===== src/rtl/pms_fixture_pkg.sv =====
// Shared definitions for the PMS FPGA stimulus fixture:
// CSR offsets and the boot / I2C state encodings.
package pms_fixture_pkg;

    localparam logic [31:0] OFF_BOOTSEL = 32'h0000_0000;
    localparam logic [31:0] OFF_ENTRY   = 32'h0000_0004;
    localparam logic [31:0] OFF_FETCH   = 32'h0000_0008;
    localparam logic [31:0] OFF_EOC     = 32'h0000_000C;

    typedef enum logic [2:0] {
        B_IDLE,
        B_RST,
        B_WR_BOOTSEL,
        B_WR_ENTRY,
        B_WR_FETCH,
        B_POLL_RD,
        B_POLL_WAIT,
        B_DONE
    } boot_state_e;

    typedef enum logic [2:0] {
        I_IDLE,
        I_START,
        I_BIT,
        I_ACK,
        I_HOLD,
        I_STOP
    } i2c_state_e;

endpackage


===== src/rtl/pms_fixture_i2c_drv.sv =====
// I2C master byte-stream driver with quarter-period tick divider.
// SCL/SDA are decoded from state so reset releases the bus at once.
module pms_fixture_i2c_drv
    import pms_fixture_pkg::*;
#(
    parameter int unsigned CLK_DIV = 250
) (
    input  logic       clk_i,
    input  logic       rst_ni,
    input  logic       i2c_valid_i,
    input  logic [7:0] i2c_data_i,
    input  logic       i2c_last_i,
    output logic       i2c_ready_o,
    output logic       scl_o,
    output logic       sda_oe_o,
    input  logic       sda_i,
    output logic       i2c_busy_o,
    output logic       nack_o,
    output logic [7:0] nack_cnt_o
);

    localparam int unsigned DIV_W = (CLK_DIV > 1) ? $clog2(CLK_DIV) : 1;
    localparam logic [DIV_W-1:0] DIV_LAST = DIV_W'(CLK_DIV - 1);

    i2c_state_e       r_state;
    i2c_state_e       w_state_nx;
    logic [DIV_W-1:0] r_div;
    logic [1:0]       r_q;
    logic [2:0]       r_bit;
    logic [7:0]       r_byte;
    logic             r_last;
    logic             r_ready;
    logic             r_nack;
    logic [7:0]       r_nack_cnt;
    logic [1:0]       r_sda_sync;
    logic             w_tick;
    logic             w_accept;

    assign w_tick = (r_div == DIV_LAST);

    always_comb begin
        w_state_nx = r_state;
        w_accept   = 1'b0;
        scl_o      = 1'b1;
        sda_oe_o   = 1'b0;
        unique case (r_state)
            I_IDLE: begin
                if (i2c_valid_i) begin
                    w_accept   = 1'b1;
                    w_state_nx = I_START;
                end
            end
            I_START: begin
                sda_oe_o = 1'b1;
                scl_o    = (r_q == 2'd0);
                if (w_tick && r_q == 2'd1) w_state_nx = I_BIT;
            end
            I_BIT: begin
                scl_o    = (r_q == 2'd1) || (r_q == 2'd2);
                sda_oe_o = ~r_byte[r_bit];
                if (w_tick && r_q == 2'd3 && r_bit == 3'd0) w_state_nx = I_ACK;
            end
            I_ACK: begin
                scl_o = (r_q == 2'd1) || (r_q == 2'd2);
                if (w_tick && r_q == 2'd3) begin
                    if (r_last) begin
                        w_state_nx = I_STOP;
                    end else if (i2c_valid_i) begin
                        w_accept   = 1'b1;
                        w_state_nx = I_BIT;
                    end else begin
                        w_state_nx = I_HOLD;
                    end
                end
            end
            I_HOLD: begin
                scl_o = 1'b0;
                if (i2c_valid_i) begin
                    w_accept   = 1'b1;
                    w_state_nx = I_BIT;
                end
            end
            I_STOP: begin
                scl_o    = (r_q != 2'd0);
                sda_oe_o = (r_q != 2'd2);
                if (w_tick && r_q == 2'd2) w_state_nx = I_IDLE;
            end
            default: w_state_nx = I_IDLE;
        endcase
    end

    always_ff @(posedge clk_i or negedge rst_ni) begin
        if (!rst_ni) begin
            r_state    <= I_IDLE;
            r_div      <= '0;
            r_q        <= 2'd0;
            r_bit      <= 3'd7;
            r_byte     <= 8'h00;
            r_last     <= 1'b0;
            r_ready    <= 1'b0;
            r_nack     <= 1'b0;
            r_nack_cnt <= 8'h00;
            r_sda_sync <= 2'b11;
        end else begin
            r_state    <= w_state_nx;
            r_ready    <= w_accept;
            r_sda_sync <= {r_sda_sync[0], sda_i};
            // Divider idles while waiting so each new phase gets a full quarter
            if (r_state == I_IDLE || r_state == I_HOLD || w_tick) r_div <= '0;
            else r_div <= r_div + 1'b1;
            if (w_state_nx != r_state) r_q <= 2'd0;
            else if (w_tick) r_q <= r_q + 2'd1;
            if (w_accept) begin
                r_byte <= i2c_data_i;
                r_last <= i2c_last_i;
                r_bit  <= 3'd7;
            end else if (r_state == I_BIT && w_tick && r_q == 2'd3) begin
                r_bit <= r_bit - 3'd1;
            end
            if (r_state == I_IDLE && w_accept) begin
                r_nack     <= 1'b0;
                r_nack_cnt <= 8'h00;
            end else if (r_state == I_ACK && w_tick && r_q == 2'd1 && r_sda_sync[1]) begin
                r_nack <= 1'b1;
                if (r_nack_cnt != 8'hFF) r_nack_cnt <= r_nack_cnt + 8'd1;
            end
        end
    end

    assign i2c_ready_o = r_ready;
    assign i2c_busy_o  = (r_state != I_IDLE);
    assign nack_o      = r_nack;
    assign nack_cnt_o  = r_nack_cnt;

endmodule


===== src/rtl/pms_top_fpga_fixture.sv =====
// FPGA-side PMS stimulus controller: boot sequencer over the CSR
// req/gnt port plus an independent I2C byte-stream driver.
module pms_top_fpga_fixture
    import pms_fixture_pkg::*;
#(
    parameter int unsigned CLK_DIV     = 250,
    parameter int unsigned RST_CYCLES  = 500,
    parameter int unsigned POLL_CYCLES = 1000,
    parameter logic [31:0] BOOTMODE    = 32'h0000_0003,
    parameter logic [31:0] CSR_BASE    = 32'h1A10_4000
) (
    input  logic        clk_i,
    input  logic        rst_ni,
    input  logic        boot_start_i,
    input  logic [31:0] entry_point_i,
    output logic        pms_rst_no,
    output logic        reg_req_o,
    output logic        reg_we_o,
    output logic [31:0] reg_addr_o,
    output logic [31:0] reg_wdata_o,
    input  logic        reg_gnt_i,
    input  logic        reg_rvalid_i,
    input  logic [31:0] reg_rdata_i,
    output logic        boot_done_o,
    output logic [31:0] exit_status_o,
    input  logic        i2c_valid_i,
    input  logic [7:0]  i2c_data_i,
    input  logic        i2c_last_i,
    output logic        i2c_ready_o,
    output logic        scl_o,
    output logic        sda_oe_o,
    input  logic        sda_i,
    output logic        i2c_busy_o,
    output logic        nack_o,
    output logic [7:0]  nack_cnt_o
);

    localparam logic [31:0] RST_LAST  = 32'(RST_CYCLES - 1);
    localparam logic [31:0] POLL_LAST = 32'(POLL_CYCLES - 1);

    boot_state_e r_state;
    boot_state_e w_state_nx;
    logic [31:0] r_cnt;
    logic [31:0] r_entry;
    logic [31:0] r_exit;
    logic        r_rst_n;
    logic        r_done;
    logic        r_rd_pend;
    logic        w_start;
    logic        w_rd_ok;

    assign w_start = boot_start_i && (r_state == B_IDLE || r_state == B_DONE);
    assign w_rd_ok = reg_rvalid_i && (r_rd_pend || reg_gnt_i);

    always_comb begin
        w_state_nx  = r_state;
        reg_req_o   = 1'b0;
        reg_we_o    = 1'b0;
        reg_addr_o  = 32'h0;
        reg_wdata_o = 32'h0;
        unique case (r_state)
            B_IDLE: if (w_start) w_state_nx = B_RST;
            B_RST:  if (r_cnt == RST_LAST) w_state_nx = B_WR_BOOTSEL;
            B_WR_BOOTSEL: begin
                reg_req_o   = 1'b1;
                reg_we_o    = 1'b1;
                reg_addr_o  = CSR_BASE + OFF_BOOTSEL;
                reg_wdata_o = BOOTMODE;
                if (reg_gnt_i) w_state_nx = B_WR_ENTRY;
            end
            B_WR_ENTRY: begin
                reg_req_o   = 1'b1;
                reg_we_o    = 1'b1;
                reg_addr_o  = CSR_BASE + OFF_ENTRY;
                reg_wdata_o = r_entry;
                if (reg_gnt_i) w_state_nx = B_WR_FETCH;
            end
            B_WR_FETCH: begin
                reg_req_o   = 1'b1;
                reg_we_o    = 1'b1;
                reg_addr_o  = CSR_BASE + OFF_FETCH;
                reg_wdata_o = 32'h0000_0001;
                if (reg_gnt_i) w_state_nx = B_POLL_RD;
            end
            B_POLL_RD: begin
                reg_req_o  = ~r_rd_pend;
                reg_addr_o = CSR_BASE + OFF_EOC;
                if (w_rd_ok) w_state_nx = reg_rdata_i[31] ? B_DONE : B_POLL_WAIT;
            end
            B_POLL_WAIT: if (r_cnt == POLL_LAST) w_state_nx = B_POLL_RD;
            B_DONE: if (w_start) w_state_nx = B_RST;
            default: w_state_nx = B_IDLE;
        endcase
    end

    always_ff @(posedge clk_i or negedge rst_ni) begin
        if (!rst_ni) begin
            r_state   <= B_IDLE;
            r_cnt     <= 32'h0;
            r_entry   <= 32'h0;
            r_exit    <= 32'h0;
            r_rst_n   <= 1'b0;
            r_done    <= 1'b0;
            r_rd_pend <= 1'b0;
        end else begin
            r_state <= w_state_nx;
            r_cnt   <= (w_state_nx != r_state) ? 32'h0 : r_cnt + 32'd1;
            r_done  <= (w_state_nx == B_DONE);
            if (w_state_nx == B_RST) r_rst_n <= 1'b0;
            else if (r_state == B_RST) r_rst_n <= 1'b1;
            if (w_start) r_entry <= entry_point_i;
            if (w_start) r_exit <= 32'h0;
            else if (r_state == B_POLL_RD && w_rd_ok && reg_rdata_i[31])
                r_exit <= {1'b0, reg_rdata_i[30:0]};
            // A granted read stays pending until its rvalid arrives
            if (r_state != B_POLL_RD || w_state_nx != B_POLL_RD) r_rd_pend <= 1'b0;
            else if (reg_req_o && reg_gnt_i) r_rd_pend <= 1'b1;
        end
    end

    assign pms_rst_no    = r_rst_n;
    assign boot_done_o   = r_done;
    assign exit_status_o = r_exit;

    pms_fixture_i2c_drv #(
        .CLK_DIV(CLK_DIV)
    ) u_i2c (
        .clk_i      (clk_i),
        .rst_ni     (rst_ni),
        .i2c_valid_i(i2c_valid_i),
        .i2c_data_i (i2c_data_i),
        .i2c_last_i (i2c_last_i),
        .i2c_ready_o(i2c_ready_o),
        .scl_o      (scl_o),
        .sda_oe_o   (sda_oe_o),
        .sda_i      (sda_i),
        .i2c_busy_o (i2c_busy_o),
        .nack_o     (nack_o),
        .nack_cnt_o (nack_cnt_o)
    );

endmodule


===== config.mk =====
export PLATFORM = sky130hd
export DESIGN_NAME = pms_top_fpga_fixture
export DESIGN_NICKNAME = d
export VERILOG_FILES = /design/src/rtl/pms_fixture_pkg.sv /design/src/rtl/pms_fixture_i2c_drv.sv /design/src/rtl/pms_top_fpga_fixture.sv
export SDC_FILE = /design/constraint.sdc
export NUM_CORES = 1
export LEC_CHECK = 0
export CAP_MARGIN = 10
export CORE_UTILIZATION = 50
export CTS_BUF_LIST = sky130_fd_sc_hd__clkbuf_8
export CTS_CLUSTER_SIZE = 8
export DETAILED_ROUTE_END_ITERATION = 12
export GPL_TIMING_DRIVEN = 0
export PLACE_DENSITY = 0.82
export SLEW_MARGIN = 30
export SYNTH_ARGS = -nofsm -noshare
export SYNTH_HDL_FRONTEND = slang
export SYNTH_SLANG_ARGS = --single-unit

===== constraint.sdc =====
create_clock -name clk_i -period 2.5 [get_ports clk_i]
set_input_delay 0.375 -clock clk_i [delete_from_list [all_inputs] [get_ports clk_i]]
set_output_delay 0.375 -clock clk_i [all_outputs]
set_load 0.02 [all_outputs]

==> results of run 1 <==
## worst max-delay path, cell delays in order, from the launching register on
cell and delay (ns):
dfstp_2 0.57, mux4_2 0.50, mux2_4 0.30, o31ai_4 0.18
buf_6 0.15
## per-layer routing
metal,wire length [um],GRT usage
met1,7030,0.300
met2,8460,0.396
met3,1300,0.0898
met4,336,0.0880
met5,0,0
## cell families after synthesis
family          synth area share
buf+inv                   0.0666
fa+ha+maj                 0.0176
compound gates            0.0747
mux                       0.0757
other cells             0.000527
xor+xnor                  0.0566
simple gates               0.223
flops                      0.486
## flip-flops by register name, indices dropped and copies added, names as in the netlist, 2 cells and up
signal	count
u_i2c.r_div	8
exit_status_o	31
r_state	3
u_i2c.r_q	2
u_i2c.r_byte	8
r_entry	32
r_cnt	32
u_i2c.nack_cnt_o	8
u_i2c.r_sda_sync	2
u_i2c.r_bit	3
u_i2c.r_state	3
## how the worst max path moves through the flow
stage,end,startpoint
floorplan,sda_oe_o,u_i2c.r_bit[0]
global placement,u_i2c.r_byte[4],rst_ni
detailed placement,reg_wdata_o[16],r_state[0]
CTS,sda_oe_o,u_i2c.r_bit[0]
global route,sda_oe_o,u_i2c.r_bit[0]
finish,sda_oe_o,u_i2c.r_bit[0]
## cells in the mapped netlist (3+ instances only)
cell type    n  area, um^2
xnor2_1     21         184
ha_1        10         125
nor2_1      41         154
nand4_1     15        93.8
a211oi_1     6        45.0
dfstp_2      5         131
buf_6        5        56.3
nor2b_1      6        37.5
clkbuf_1    21        78.8
a21oi_1     11        55.1
a31oi_1      5        31.3
nor4_1      13        81.3
mux2_2      41         462
xor2_1      25         219
buf_2       10        50.1
and2_1      38         238
dfrtp_1    133        3330
nor3_1      47         235
nand2_1     90         338
o21ai_1      3        15.0
and4_1       7        61.3
o21ai_0     44         220
buf_4       30         225
nand2b_1     9        56.3
nand3_1     24         120
inv_1       17        63.8
## through the flow
| step | instances | TNS (ns) | util | hold WS (ns) | power [mW] |
|---|---|---|---|---|---|
| 6_report | 1121 | -0.00298 | 0.681 | 0.357 | 8.65 |
| 5_1_grt | 1121 | -0.0899 | 0.681 | 0.340 | 9.14 |
| 4_1_cts | 1121 | -0.0683 | 0.686 | 0.333 | 8.68 |
| 3_5_place_dp | 1090 | -9.54 | 0.658 | 0.325 | 6.99 |
| 3_3_place_gp | 1089 | -605.34 | 0.656 | 0.346 | 6.92 |
| 2_1_floorplan | 743 | 0 | - | 0.0794 | 5.38 |
## timing repair
action | 4_1_cts | 5_1_grt
pin swaps | 0 | 0
hold buffers | 1 | 0
hold endpoints to repair | 56 | 0
buffers inserted | 1 | 1
setup endpoints to repair | 43 | 68
resized for setup | 66 | 70
## area by class of cell
| cell class | instances | area share |
|---|---|---|
| Tap cell | 180 | 0.0238 |
| Buffer | 62 | 0.0435 |
| Sequential cell | 138 | 0.366 |
| Clock buffer | 19 | 0.0276 |
| Multi-Input combinational cell | 522 | 0.354 |
| Clock inverter | 13 | 0.0138 |
| Inverter | 17 | 0.00675 |
| Timing Repair Buffer | 170 | 0.165 |
## power groups by stage
stage                     sequential, mW  combinational (mW)  clock, mW
after global placement              3.17                3.76          0
after detailed placement            3.17                3.82          0
after global routing                3.24                3.97       1.93
final                               3.17                3.68       1.80
after floorplan                     3.45                1.93          0
after CTS                           3.17                3.70       1.82
==> impl_metrics.env, run 1 <==
export IMPL_outcome="finished with violations"
export IMPL_violations="setup timing"
export IMPL_vias=5906
export IMPL_min_to="u_i2c.r_sda_sync[1]"
export IMPL_max_freq_mhz=400
export IMPL_viasPerCell=5.27
export IMPL_ys_warnings_count=0
export IMPL_placed_cell_area_um2=9140
export IMPL_grt_pass1_wl_mm=28.0
export IMPL_netlist_instances=718
export IMPL_reg2reg_depth=8
export IMPL_drt_iter0_drc=360
export IMPL_p_leak_nw=4.21
export IMPL_p_sw_frac=0.372
export IMPL_hold_path_class="reg -> reg"
export IMPL_worstPathRequired_ns=2.12
export IMPL_first_pass_iters=5
export IMPL_initial_utilization=0.513
export IMPL_start_kind="flop"
export IMPL_cellPowerDensity_nw_per_um2=914
export IMPL_die_area_um2=14700
export IMPL_intPower_mw=5.43
export IMPL_cts_clk_slew_worst_paths_ns=0.07
export IMPL_port_buffers=166
export IMPL_fin_crit_sh=1.00
export IMPL_numCtsBuffers=17
export IMPL_avgSynthCellArea_um2=9.92
export IMPL_multi_input_area_um2=3350
export IMPL_clockPowerShare=0.208
export IMPL_rsz0062_at_grt="true"
export IMPL_end_kind="output pin"
export IMPL_syn_area_um2=7120
export IMPL_gp_congestion=0.870
export IMPL_cp_max_fo=3
export IMPL_htreeDepth=4
export IMPL_placeableCoreArea_um2=13900
export IMPL_drv_slew=0
export IMPL_reg2reg_from="u_i2c.r_div[1]"
export IMPL_post_place_ws_ns=-0.342
export IMPL_diodes=0
export IMPL_wl_mm=17.1
export IMPL_chipWidth_um=121
export IMPL_place_hpwl_mm=12.4
export IMPL_antenna_found_initial=0
export IMPL_hold_violations=0
export IMPL_grt_max_degree=83
export IMPL_cts_tree="built"
export IMPL_p_sw_mw=3.21
export IMPL_hp_start="u_i2c.r_sda_sync[0]"
export IMPL_ant_nets=0
export IMPL_clockBufferDepth=2
export IMPL_finalInstanceArea_um2=9460
export IMPL_setup_violations=1
export IMPL_layout_drive_gt1_share=0.191
export IMPL_overflow=0
export IMPL_cap_violations=0
export IMPL_gr_usage_all_layers=0.245
export IMPL_fillers=1108
export IMPL_clkSinkCount=138
export IMPL_comb_power_share=0.425
export IMPL_routedWlPerCell_um=15.3
export IMPL_p_seq_frac=0.367
export IMPL_synth_seq_area_share=0.486
export IMPL_r2r_slack_ns=0.12
export IMPL_relSlewSlack=0.497
export IMPL_yosysUniqueCellTypes=58
export IMPL_layout_commonest_cell="dfrtp_1"
export IMPL_critPathKind="reg -> out"
export IMPL_synth_edff_count=0
export IMPL_worst_slew_pin_slew_ns=0.748
export IMPL_ys_flop_type="dfrtp_1"
export IMPL_nets=1018
export IMPL_die_y_um=121
export IMPL_area_delta_synth_final_pct=32.8
export IMPL_synth_seq_cells=138
export IMPL_mostFrequentLayoutCells="132 x dfrtp_1, 122 x clkdlybuf4s50_1, 89 x nand2_1"
export IMPL_fin_worst_skew_ns=0.00817
export IMPL_setup_slack_ns=-0.00298
export IMPL_holdPathStages=0
export IMPL_cts_root_buf="clkbuf_8"
export IMPL_core_rowCount=43
export IMPL_grt_pass1_vias=5765
export IMPL_worstPathArrival_ns=2.13
export IMPL_ys_async_sr_fraction=1.00
export IMPL_fin_crit_ns=2.50
export IMPL_seqCellArea_um2=3460
export IMPL_post_route_drc_count=0
export IMPL_io_pin_count=193
export IMPL_clkLatencyLatePin_ns=0.45
export IMPL_reg2reg_to="u_i2c.r_byte[7]"
export IMPL_ir_worst_vdd_v=0.000886
(Power assumes the default switching activity.)
==> inputs of run 2 (changes only) <==
Settings changed: CAP_MARGIN 10 to 20, CTS_CLUSTER_SIZE 8 to 14.
==> results of run 2 <==
Same layout as run 1: the final DEF is identical, and so are final timing and power.
==> inputs of run 3 (changes only) <==
Settings changed: REMOVE_ABC_BUFFERS from default to 1.
==> run 3 against run 2 <==
Compared with the run above:
- the flow still finishes with violations (setup timing)
- flip-flop and latch count did not move
- first-iteration DRC count is 23% higher
- design area up 0.40%
- critical path depth stayed put
- sequential power barely moved
- worst hold slack worse by 0.012 ns
- non-clock buffer count down 37
- count of clock-buffer cells in the layout unchanged
- critical endpoint unchanged
==> impl_metrics.env, run 3 (synthesis results as in run 1) <==
export IMPL_outcome="finished with violations"
export IMPL_violations="setup timing"
export IMPL_layout_drive_gt1_share=0.151
export IMPL_fin_crit_ns=2.52
export IMPL_clockBufferDepth=2
export IMPL_port_buffers=166
export IMPL_worstPathRequired_ns=2.12
export IMPL_io_pin_count=193
export IMPL_seqCellArea_um2=3470
export IMPL_area_delta_synth_final_pct=33.3
export IMPL_vias=5838
export IMPL_grt_pass1_vias=5473
export IMPL_hold_violations=0
export IMPL_drt_iter0_drc=444
export IMPL_finalInstanceArea_um2=9500
export IMPL_mostFrequentLayoutCells="130 x dfrtp_1, 126 x clkdlybuf4s50_1, 90 x nand2_1"
export IMPL_initial_utilization=0.513
export IMPL_total_power_mw=8.97
export IMPL_placed_cell_area_um2=8890
export IMPL_setup_slack_ns=-0.0195
export IMPL_fin_crit_sh=1.01
export IMPL_p_leak_nw=4.22
export IMPL_path_buf_inv=1
export IMPL_ant_nets=0
export IMPL_core_rowCount=43
export IMPL_die_y_um=121
export IMPL_fin_worst_skew_ns=0.0136
export IMPL_critPathKind="reg -> out"
export IMPL_die_area_um2=14700
export IMPL_cp_max_fo=3
export IMPL_place_hpwl_mm=11.7
export IMPL_hp_start="u_i2c.r_sda_sync[0]"
export IMPL_grt_pass1_wl_mm=27.6
export IMPL_rsz0062_at_grt="true"
export IMPL_start_kind="flop"
export IMPL_chipWidth_um=121
export IMPL_routedWlPerCell_um=15.7
export IMPL_overflow=0
export IMPL_dp_cells=1035
export IMPL_crit_path_start="u_i2c.r_bit[0]"
export IMPL_htreeDepth=4
export IMPL_slowest_delay_ns=0.57
export IMPL_gp_congestion=0.883
export IMPL_gr_usage_all_layers=0.240
export IMPL_numCtsBuffers=17
export IMPL_cts_root_buf="clkbuf_8"
export IMPL_nets=982
export IMPL_antenna_found_initial=0
export IMPL_post_route_drc_count=0
export IMPL_wl_mm=17.1
export IMPL_cellPowerDensity_nw_per_um2=945
export IMPL_end_kind="output pin"
export IMPL_cpLargestDelayFamily="multiplexers"
export IMPL_multi_input_area_um2=3380
export IMPL_cts_clk_slew_worst_paths_ns=0.08
export IMPL_drv_slew=0
export IMPL_ir_worst_vdd_v=0.000738
export IMPL_cts_tree="built"
export IMPL_cap_violations=0
export IMPL_fillers=1030
export IMPL_final_cell_count_no_fill=1085
export IMPL_viasPerCell=5.38
export IMPL_hold_path_class="reg -> reg"
export IMPL_clkSinkCount=138
export IMPL_grt_max_degree=75
export IMPL_setup_violations=1
export IMPL_worstPathCellList="mux4_2 -> mux2_4 -> o31ai_4 -> buf_6"
export IMPL_slowest_stage="dfstp_2"
export IMPL_reg2reg_from="r_state[1]"
export IMPL_clkLatencyLatePin_ns=0.44
export IMPL_worstPathArrival_ns=2.14
export IMPL_first_pass_iters=7
export IMPL_max_freq_mhz=397
export IMPL_relSlewSlack=0.331
export IMPL_worst_slew_pin_slew_ns=0.995
export IMPL_diodes=0
export IMPL_placeableCoreArea_um2=13900
export IMPL_layout_commonest_cell="dfrtp_1"
-- run 3: final timing paths --
kind | endpoint | slack, ns | cells after the start
setup / recovery | sda_oe_o | -0.02 | 4
hold / removal | u_i2c.r_sda_sync[1] | 0.34 | 0
setup reg to reg | r_cnt[23] | 0.06 | 6
hold reg to reg | u_i2c.r_sda_sync[1] | 0.34 | 0
max in group asynchronous | r_state[2] | 1.29 | 3
min in group asynchronous | u_i2c.nack_cnt_o[6] | 0.49 | 2
-- run 3: cell type report --
cell class                 count  area share
clock inverter                13      0.0184
multi-input combinational    523       0.356
timing repair buffer         195       0.202
inverter                      17     0.00672
clock buffer                  19      0.0275
tap                          180      0.0237
sequential                   138       0.365
-- run 3: where the power goes --
group / leakage [nW] / internal [mW] / switching, mW
Clock: 0.224 / 1.13 / 0.860
Sequential: 1.76 / 2.84 / 0.347
Combinational: 2.24 / 1.77 / 2.02
Total: 4.22 / 5.75 / 3.23
-- run 3: stage by stage --
stage | worst slack [ns] | setup TNS (ns) | util | hold WS [ns]
after floorplan | -1.54 | -97.54 | - | 0.0794
after detailed placement | -0.676 | -24.29 | 0.640 | 0.347
after global routing | -0.0844 | -0.102 | 0.684 | 0.325
after CTS | -0.0702 | -0.0702 | 0.678 | 0.312
final | -0.0195 | -0.0195 | 0.684 | 0.345
after global placement | -4.49 | -885.24 | 0.626 | 0.347
-- run 3: worst register-to-register path, cell delays in order, from the launching register on --
cell and delay (ns):
dfrtp_2 0.43, buf_4 0.20, nand2b_4 0.20, or4b_4 0.54, a31oi_2 0.36, a2bb2oi_4 0.45
nor3_1 0.13
-- run 3: routing by layer --
| metal | wire length (um) | track usage | up-vias | share of wire |
|---|---|---|---|---|
| met1 | 7090 | 0.307 | 2815 | 0.42 |
| met2 | 8620 | 0.392 | 215 | 0.50 |
| met4 | 256 | 0.0741 | 0 | 0.015 |
| met3 | 1110 | 0.0648 | 26 | 0.065 |
| li1 | - | - | 2782 | - |
| met5 | 0 | 0 | - | 0 |
-- run 3: timing repair --
item,in CTS,in global routing
pin swaps,3,2
hold buffers,1,0
setup buffers,8,8
resized for setup,56,20
setup endpoints to repair,74,49
endpoints found under the hold margin,68,0
cloned,1,0
